<file path="config.mk">
export PLATFORM = sky130hd
export DESIGN_NAME = pieo_sublist_engine
export DESIGN_NICKNAME = d
export VERILOG_FILES = /design/src/rtl/pieo_datatypes.sv /design/src/rtl/pieo_priority_encoder.sv /design/src/rtl/pieo_sublist_engine.sv
export SDC_FILE = /design/constraint.sdc
export NUM_CORES = 1
export LEC_CHECK = 0
export ABC_AREA = 1
export ABC_CLOCK_PERIOD_IN_PS = 15700
export CAP_MARGIN = 40
export CORE_MARGIN = 5
export CORE_UTILIZATION = 53
export CTS_CLUSTER_SIZE = 14
export DETAILED_ROUTE_END_ITERATION = 8
export GPL_TIMING_DRIVEN = 0
export HOLD_SLACK_MARGIN = 0.03
export PLACE_DENSITY = 0.71
export SLEW_MARGIN = 20
export SYNTH_ARGS = -nofsm -noshare
export SYNTH_HDL_FRONTEND = slang
export SYNTH_HIERARCHICAL = 1
export SYNTH_SLANG_ARGS = --single-unit
</file>
<file path="constraint.sdc">
create_clock -name clk -period 15.7 [get_ports clk]
set_input_delay 2.355 -clock clk [delete_from_list [all_inputs] [get_ports clk]]
set_output_delay 2.355 -clock clk [all_outputs]
set_load 0.05 [all_outputs]
</file>
<file path="src/rtl/pieo_datatypes.sv">
// Shared element layout, FSM state encoding and field-width constants for the PIEO sublist.
// Latency: none (types and constants only).
// Backpressure: not applicable.
package pieo_datatypes;

    localparam int ELEM_RANK_W      = 4;
    localparam int ELEM_ID_W        = 3;
    localparam int ELEM_TIME_W      = 8;
    localparam int ELEM_PAYLOAD_W   = 8;
    localparam int ELEM_NULL_BUCKET = 7;
    localparam int ELEM_W           = ELEM_RANK_W + ELEM_ID_W + ELEM_PAYLOAD_W;

    // One queue element; rank is the sort key, send_time selects the eligibility bit.
    typedef struct packed {
        logic [ELEM_RANK_W-1:0]    rank;
        logic [ELEM_ID_W-1:0]      send_time;
        logic [ELEM_PAYLOAD_W-1:0] payload;
    } elem_t;

    typedef enum logic [1:0] {
        IDLE       = 2'd0,
        INS_SHIFT  = 2'd1,
        EXT_SEARCH = 2'd2,
        EXT_SHIFT  = 2'd3
    } state_t;

    // Empty slot: largest rank so it sorts last, null bucket so it is never eligible.
    function automatic elem_t empty_elem();
        elem_t e;
        e.rank      = '1;
        e.send_time = ELEM_ID_W'(ELEM_NULL_BUCKET);
        e.payload   = '0;
        return e;
    endfunction

endpackage

</file>
<file path="src/rtl/pieo_priority_encoder.sv">
// Lowest-set-bit priority encoder: returns index of the first asserted request and a found flag.
// Latency: purely combinational.
// Backpressure: none.
module pieo_priority_encoder #(
    parameter int W  = 8,
    parameter int IW = $clog2(W)
) (
    input  logic [W-1:0]  req,
    output logic [IW-1:0] idx,
    output logic          found
);

    // Scan from the top down so the last hit written is the lowest index.
    always_comb begin
        idx   = '0;
        found = |req;
        for (int i = W - 1; i >= 0; i--) begin
            if (req[i]) begin
                idx = IW'(i);
            end
        end
    end

endmodule

</file>
<file path="src/rtl/pieo_sublist_engine.sv">
// Rank-sorted PIEO sublist: sorted insert, extract of the lowest-ranked eligible element.
// Latency: enqueue visible 2 cycles after accept; extract done pulse 3 cycles after request.
// Backpressure: enq_ready low outside IDLE, when full, or when a dequeue is requested.
module pieo_sublist_engine
    import pieo_datatypes::*;
#(
    parameter int DEPTH       = 8,
    parameter int RANK_LOG    = ELEM_RANK_W,
    parameter int ID_LOG      = ELEM_ID_W,
    parameter int TIME_LOG    = ELEM_TIME_W,
    parameter int PAYLOAD_W   = ELEM_PAYLOAD_W,
    parameter int NULL_BUCKET = ELEM_NULL_BUCKET
) (
    input  logic                              clk,
    input  logic                              rst,
    input  logic                              enq_valid,
    output logic                              enq_ready,
    input  logic [RANK_LOG+ID_LOG+PAYLOAD_W-1:0] enq_elem,
    input  logic                              deq_valid,
    input  logic [TIME_LOG-1:0]               curr_time_in,
    output logic                              deq_done,
    output logic                              deq_found,
    output logic [RANK_LOG+ID_LOG+PAYLOAD_W-1:0] deq_elem,
    output logic [$clog2(DEPTH+1)-1:0]        count,
    output logic                              full,
    output logic                              empty
);

    // The element struct is sized by the package; the width parameters here must match it.
    localparam int CW = $clog2(DEPTH + 1);
    localparam int IW = $clog2(DEPTH);

    // The null bucket is stripped when latching so an empty slot can never look eligible.
    localparam logic [TIME_LOG-1:0] NULL_MASK =
        (NULL_BUCKET < TIME_LOG) ? (TIME_LOG'(1) << NULL_BUCKET) : '0;

    state_t              state;
    state_t              state_nxt;
    elem_t               slots [DEPTH];
    elem_t               new_elem;
    logic [TIME_LOG-1:0] time_lat;
    logic [IW-1:0]       ext_idx;
    logic                miss_pend;
    logic [CW-1:0]       count_nxt;

    logic                enq_fire;
    logic                deq_start;

    logic [DEPTH-1:0]    ins_req;
    logic [IW-1:0]       ins_idx;
    logic                ins_found;
    logic [DEPTH-1:0]    elig_req;
    logic [IW-1:0]       elig_idx;
    logic                elig_found;

    // Insert position: first empty slot or first slot ranked strictly above the new element,
    // which keeps equal ranks in arrival order.
    always_comb begin
        for (int i = 0; i < DEPTH; i++) begin
            ins_req[i] = (i >= int'(count)) || (slots[i].rank > new_elem.rank);
        end
    end

    // Eligibility: occupied slot whose bucket is in range and set in the latched bitmap.
    always_comb begin
        for (int i = 0; i < DEPTH; i++) begin
            elig_req[i] = (i < int'(count))
                       && (int'(slots[i].send_time) < TIME_LOG)
                       && time_lat[slots[i].send_time];
        end
    end

    pieo_priority_encoder #(
        .W  (DEPTH),
        .IW (IW)
    ) u_ins_enc (
        .req   (ins_req),
        .idx   (ins_idx),
        .found (ins_found)
    );

    pieo_priority_encoder #(
        .W  (DEPTH),
        .IW (IW)
    ) u_elig_enc (
        .req   (elig_req),
        .idx   (elig_idx),
        .found (elig_found)
    );

    // Next-state and handshake decode; dequeue requests take priority over enqueue in IDLE.
    always_comb begin
        state_nxt = state;
        enq_ready = 1'b0;
        enq_fire  = 1'b0;
        deq_start = 1'b0;
        case (state)
            IDLE: begin
                enq_ready = !full && !deq_valid;
                enq_fire  = enq_ready && enq_valid;
                deq_start = deq_valid;
                if (deq_valid) begin
                    state_nxt = EXT_SEARCH;
                end else if (enq_fire) begin
                    state_nxt = INS_SHIFT;
                end
            end
            INS_SHIFT:  state_nxt = IDLE;
            EXT_SEARCH: state_nxt = elig_found ? EXT_SHIFT : IDLE;
            EXT_SHIFT:  state_nxt = IDLE;
            default:    state_nxt = IDLE;
        endcase
    end

    // Occupancy follows the cycle in which a shift actually completes.
    always_comb begin
        count_nxt = count;
        if (state == INS_SHIFT && ins_found) begin
            count_nxt = count + CW'(1);
        end else if (state == EXT_SHIFT) begin
            count_nxt = count - CW'(1);
        end
    end

    // Control, latched request context and extract result registers.
    always_ff @(posedge clk or posedge rst) begin
        if (rst) begin
            state     <= IDLE;
            new_elem  <= empty_elem();
            time_lat  <= '0;
            ext_idx   <= '0;
            miss_pend <= 1'b0;
            deq_done  <= 1'b0;
            deq_found <= 1'b0;
            deq_elem  <= '0;
            count     <= '0;
            full      <= 1'b0;
            empty     <= 1'b1;
        end else begin
            state <= state_nxt;
            if (enq_fire) begin
                new_elem <= elem_t'(enq_elem);
            end
            if (deq_start) begin
                time_lat <= curr_time_in & ~NULL_MASK;
            end
            if (state == EXT_SEARCH) begin
                ext_idx <= elig_idx;
            end
            // A miss is held one extra cycle so its done pulse lines up with the hit case.
            miss_pend <= (state == EXT_SEARCH) && !elig_found;
            deq_done  <= miss_pend || (state == EXT_SHIFT);
            deq_found <= (state == EXT_SHIFT);
            deq_elem  <= (state == EXT_SHIFT) ? slots[ext_idx] : '0;
            count     <= count_nxt;
            full      <= (count_nxt == CW'(DEPTH));
            empty     <= (count_nxt == '0);
        end
    end

    // Slot array: shift up from the insert point, or shift down over the extracted slot.
    always_ff @(posedge clk or posedge rst) begin
        if (rst) begin
            for (int i = 0; i < DEPTH; i++) begin
                slots[i] <= empty_elem();
            end
        end else if (state == INS_SHIFT && ins_found) begin
            for (int i = 1; i < DEPTH; i++) begin
                if (i > int'(ins_idx)) begin
                    slots[i] <= slots[i-1];
                end else if (i == int'(ins_idx)) begin
                    slots[i] <= new_elem;
                end
            end
            if (ins_idx == '0) begin
                slots[0] <= new_elem;
            end
        end else if (state == EXT_SHIFT) begin
            for (int i = 0; i < DEPTH - 1; i++) begin
                if (i >= int'(ext_idx)) begin
                    slots[i] <= slots[i+1];
                end
            end
            slots[DEPTH-1] <= empty_elem();
        end
    end

endmodule

</file>
==> results of run 1 <==
## placed cells by master (no fill, tap or decap), types with 2 or more instances in the layout
cell type	count
a21oi_1	136
a31oi_1	2
buf_1	8
buf_2	31
buf_4	10
buf_6	8
bufinv_16	2
clkbuf_1	37
clkbuf_16	17
clkdlybuf4s50_1	49
clkinv_1	3
clkinvlp_4	2
dfrtp_1	107
dfstp_2	64
ha_1	38
inv_1	138
inv_2	10
inv_6	6
inv_8	2
nand2_1	637
nand2_2	9
nand3_1	59
nand3_2	3
nand4_1	3
nor2_1	98
nor2_4	3
nor3_2	2
o211ai_1	61
o21ai_0	160
o21ai_1	16
o21ai_2	2
o22ai_1	29
or2_1	2
or2_2	12
## layer usage
layer / global-route usage / vias to the layer above
met4: 0.1135 / 2
li1: - / 5648
met3: 0.09486 / 115
met1: 0.5109 / 5507
met5: 0 / -
met2: 0.5146 / 753
## critical path, delay by kind of cell
kind                   cells  cell delay, ns
buffers and inverters      2            1.29
and+or+nand+nor            1            0.22
## how the worst max path moves through the flow
stage | start | endpoint | cells after the start
after global routing | deq_valid | enq_ready | 3
after detailed placement | deq_valid | enq_ready | 3
after CTS | deq_valid | enq_ready | 3
final | deq_valid | enq_ready | 3
after global placement | rst | time_lat[2] | 2
after floorplan | rst | count[0] | 1
## kinds of logic after synthesis
| logic type | after synthesis | share of synthesized area |
|---|---|---|
| DFF | 171 | 0.3797 |
| and+or+nand+nor | 833 | 0.2922 |
| buffers and inverters | 244 | 0.09166 |
| AOI/OAI and AO/OA | 407 | 0.1950 |
| adders and majority gates | 38 | 0.04142 |
## area by class of cell
cell class / count / area (um^2) / share of cell area
plain buffers: 93 / 485.5 / 0.03753
clock buffers: 18 / 429.2 / 0.03318
clock inverters: 14 / 156.4 / 0.01209
inverters: 151 / 574.3 / 0.04440
multi-input cells: 1278 / 6068 / 0.4691
flip-flops and latches: 171 / 4359 / 0.3370
well taps: 275 / 344.1 / 0.02660
repair buffers: 50 / 518.0 / 0.04005
## metrics by stage
stage / cells / area, um^2 / utilization / setup slack, ns
6_report: 2050 / 12930 / 0.6115 / 9.479
5_1_grt: 2050 / 12930 / 0.6115 / 9.350
4_1_cts: 2050 / 12930 / 0.6115 / 9.471
3_5_place_dp: 2018 / 12350 / 0.5838 / 9.466
3_3_place_gp: 2017 / 12310 / 0.5821 / 6.353
2_1_floorplan: 1693 / 11480 / - / 8.819
## state kept, by name (all words and copies together) (netlist names)
| name | flops |
|---|---|
| slots | 120 |
| deq_elem | 15 |
| new_elem | 15 |
| time_lat | 7 |
| count | 4 |
| ext_idx | 3 |
| state | 2 |
| deq_done | 1 |
| deq_found | 1 |
| empty | 1 |
| full | 1 |
| miss_pend | 1 |
==> results.txt, run 1 <==
fin crit period: 6.221 ns
Placer Congestion: 0.9932
Slew Viols, Final: 0
FF+latch count, synth: 171
mapped cell area: 11480 um^2
Slew @ Worst Pin: 0.9709 ns
Worst Path Required: 13.35 ns
total CTS buffers: 17
post-synthesis sequential area ratio: 0.3797
share of synthesized flip-flops with an asynchronous set or reset: 1.000
Fin. Hold Viols: 0
most common library cells after synthesis: nand2_1, o21ai_0, inv_1, a21oi_1, dfrtp_1
Hold Slack: 0.4738 ns
vias in the first global route: 11280
CTS sink count: 171
Initial DRC Count: 1574
unrepaired setup endpoints after global routing: false
syn avg cell area: 6.781 um^2
Worst setup SP type: primary input
Yosys cell types: 34
top_reg_cell synth: dfrtp_1
worst hold endpoint: slots[101]
largest area contributor in the netlist: dfrtp_1
pin count of the biggest net entering global routing: 95
Detailed Route WL: 43000 um
DR top layer: met5
routed len/inst: 20.98 um
Setup Fix Bufs, Post-CTS: 0
Cells after Synth: 1693
Final TNS setup: 0 ns
most common cell in the netlist: nand2_1
launching point of the worst reg2reg path: new_elem[14]
ant diodes: 0
Crit path arrival time: 3.87 ns
outcome: completed
FILL cells: 2059
Yosys warnings: 6
HP Start: slots[101]
initial antenna violation count: 1
core area: 21150 um^2
r2r worst-path depth: 14
crit-path max cell delay: 0.85 ns
CP max stage cell: clkdlybuf4s50_1
dominant cell type by count on the critical path: clkdlybuf4s50_1
first-pass GRT wire length: 65960 um
Setup Skew: 0.01112 ns
hold path cells: 2
normalized max-slew margin: 0.3527
Post-Syn Nets: 1758
hold buffers post-CTS: 0
FP Rows: 53
CP endpoint kind: output pin
total length of routed met2 wires: 18240 um
htree depth: 4
met3 routed WL: 5706 um
crit-path cells: clkdlybuf4s50_1, nor4_1, clkdlybuf4s50_1
Clock Root Buffer: clkbuf_16
chip height: 157.2 um
top cell type's share of synthesized area: 0.2332
post-DP HPWL: 32840 um
vias per cell: 5.866
# resized after CTS: 0
GRT overflow: 0
Final setup viols: 0
R2R Setup Slk: 11.40 ns
Layout area overhead: 12.68%
die width: 157.2 um
PortBufs: 49
Post-synth EDFFs: 0
fmax: 0.1607 GHz
DRT Pass-1 Iters: 9
DRC Markers: 0
clk buf depth: 2
CTS tree: yes
die area: 24700 um^2
layout cells sized above 1: 0.1065
via count: 12030
Worst-path clk slew: 0.08 ns
Worst Path Max Fanout: 3
Initial Util: 0.5427
Worst R2R End: slots[4]
synth top area cells: dfrtp_1, nand2_1, dfstp_2
Clk Latency, worst-skew pair: 0.45 ns
Tcrit/Tclk final: 0.3962
post-route ant nets: 0
gr usage total: 0.3525
Final #Nets: 1827
hold crit path type: register to register
M1 WL: 17720 um
worst setup path class: primary input to output pin
Boundary Pins: 51
Max-cap violations: 0
Power of run 1 is not shown: default switching activity piles up to over one toggle a cycle in this logic, so the estimate is an artifact.
==> inputs of run 2 (changes only) <==
- ABC_CLOCK_PERIOD_IN_PS: 15700 -> 6400
- clock period: 15.7 -> 6.4 ns (I/O delays scaled with it)
==> results of run 2 <==
Same layout as run 1 (identical final DEF). Status: completed.
Among the figures that moved: setup slack after placement 9.466 ns -> 2.327 ns; setup slack after layout 9.479 ns -> 2.104 ns; start point of the critical path deq_valid -> new_elem[14]; end point of the critical path enq_ready -> slots[4]; register-to-register setup slack 11.40 ns -> 2.10 ns
Power of run 2 is left out for the same reason.
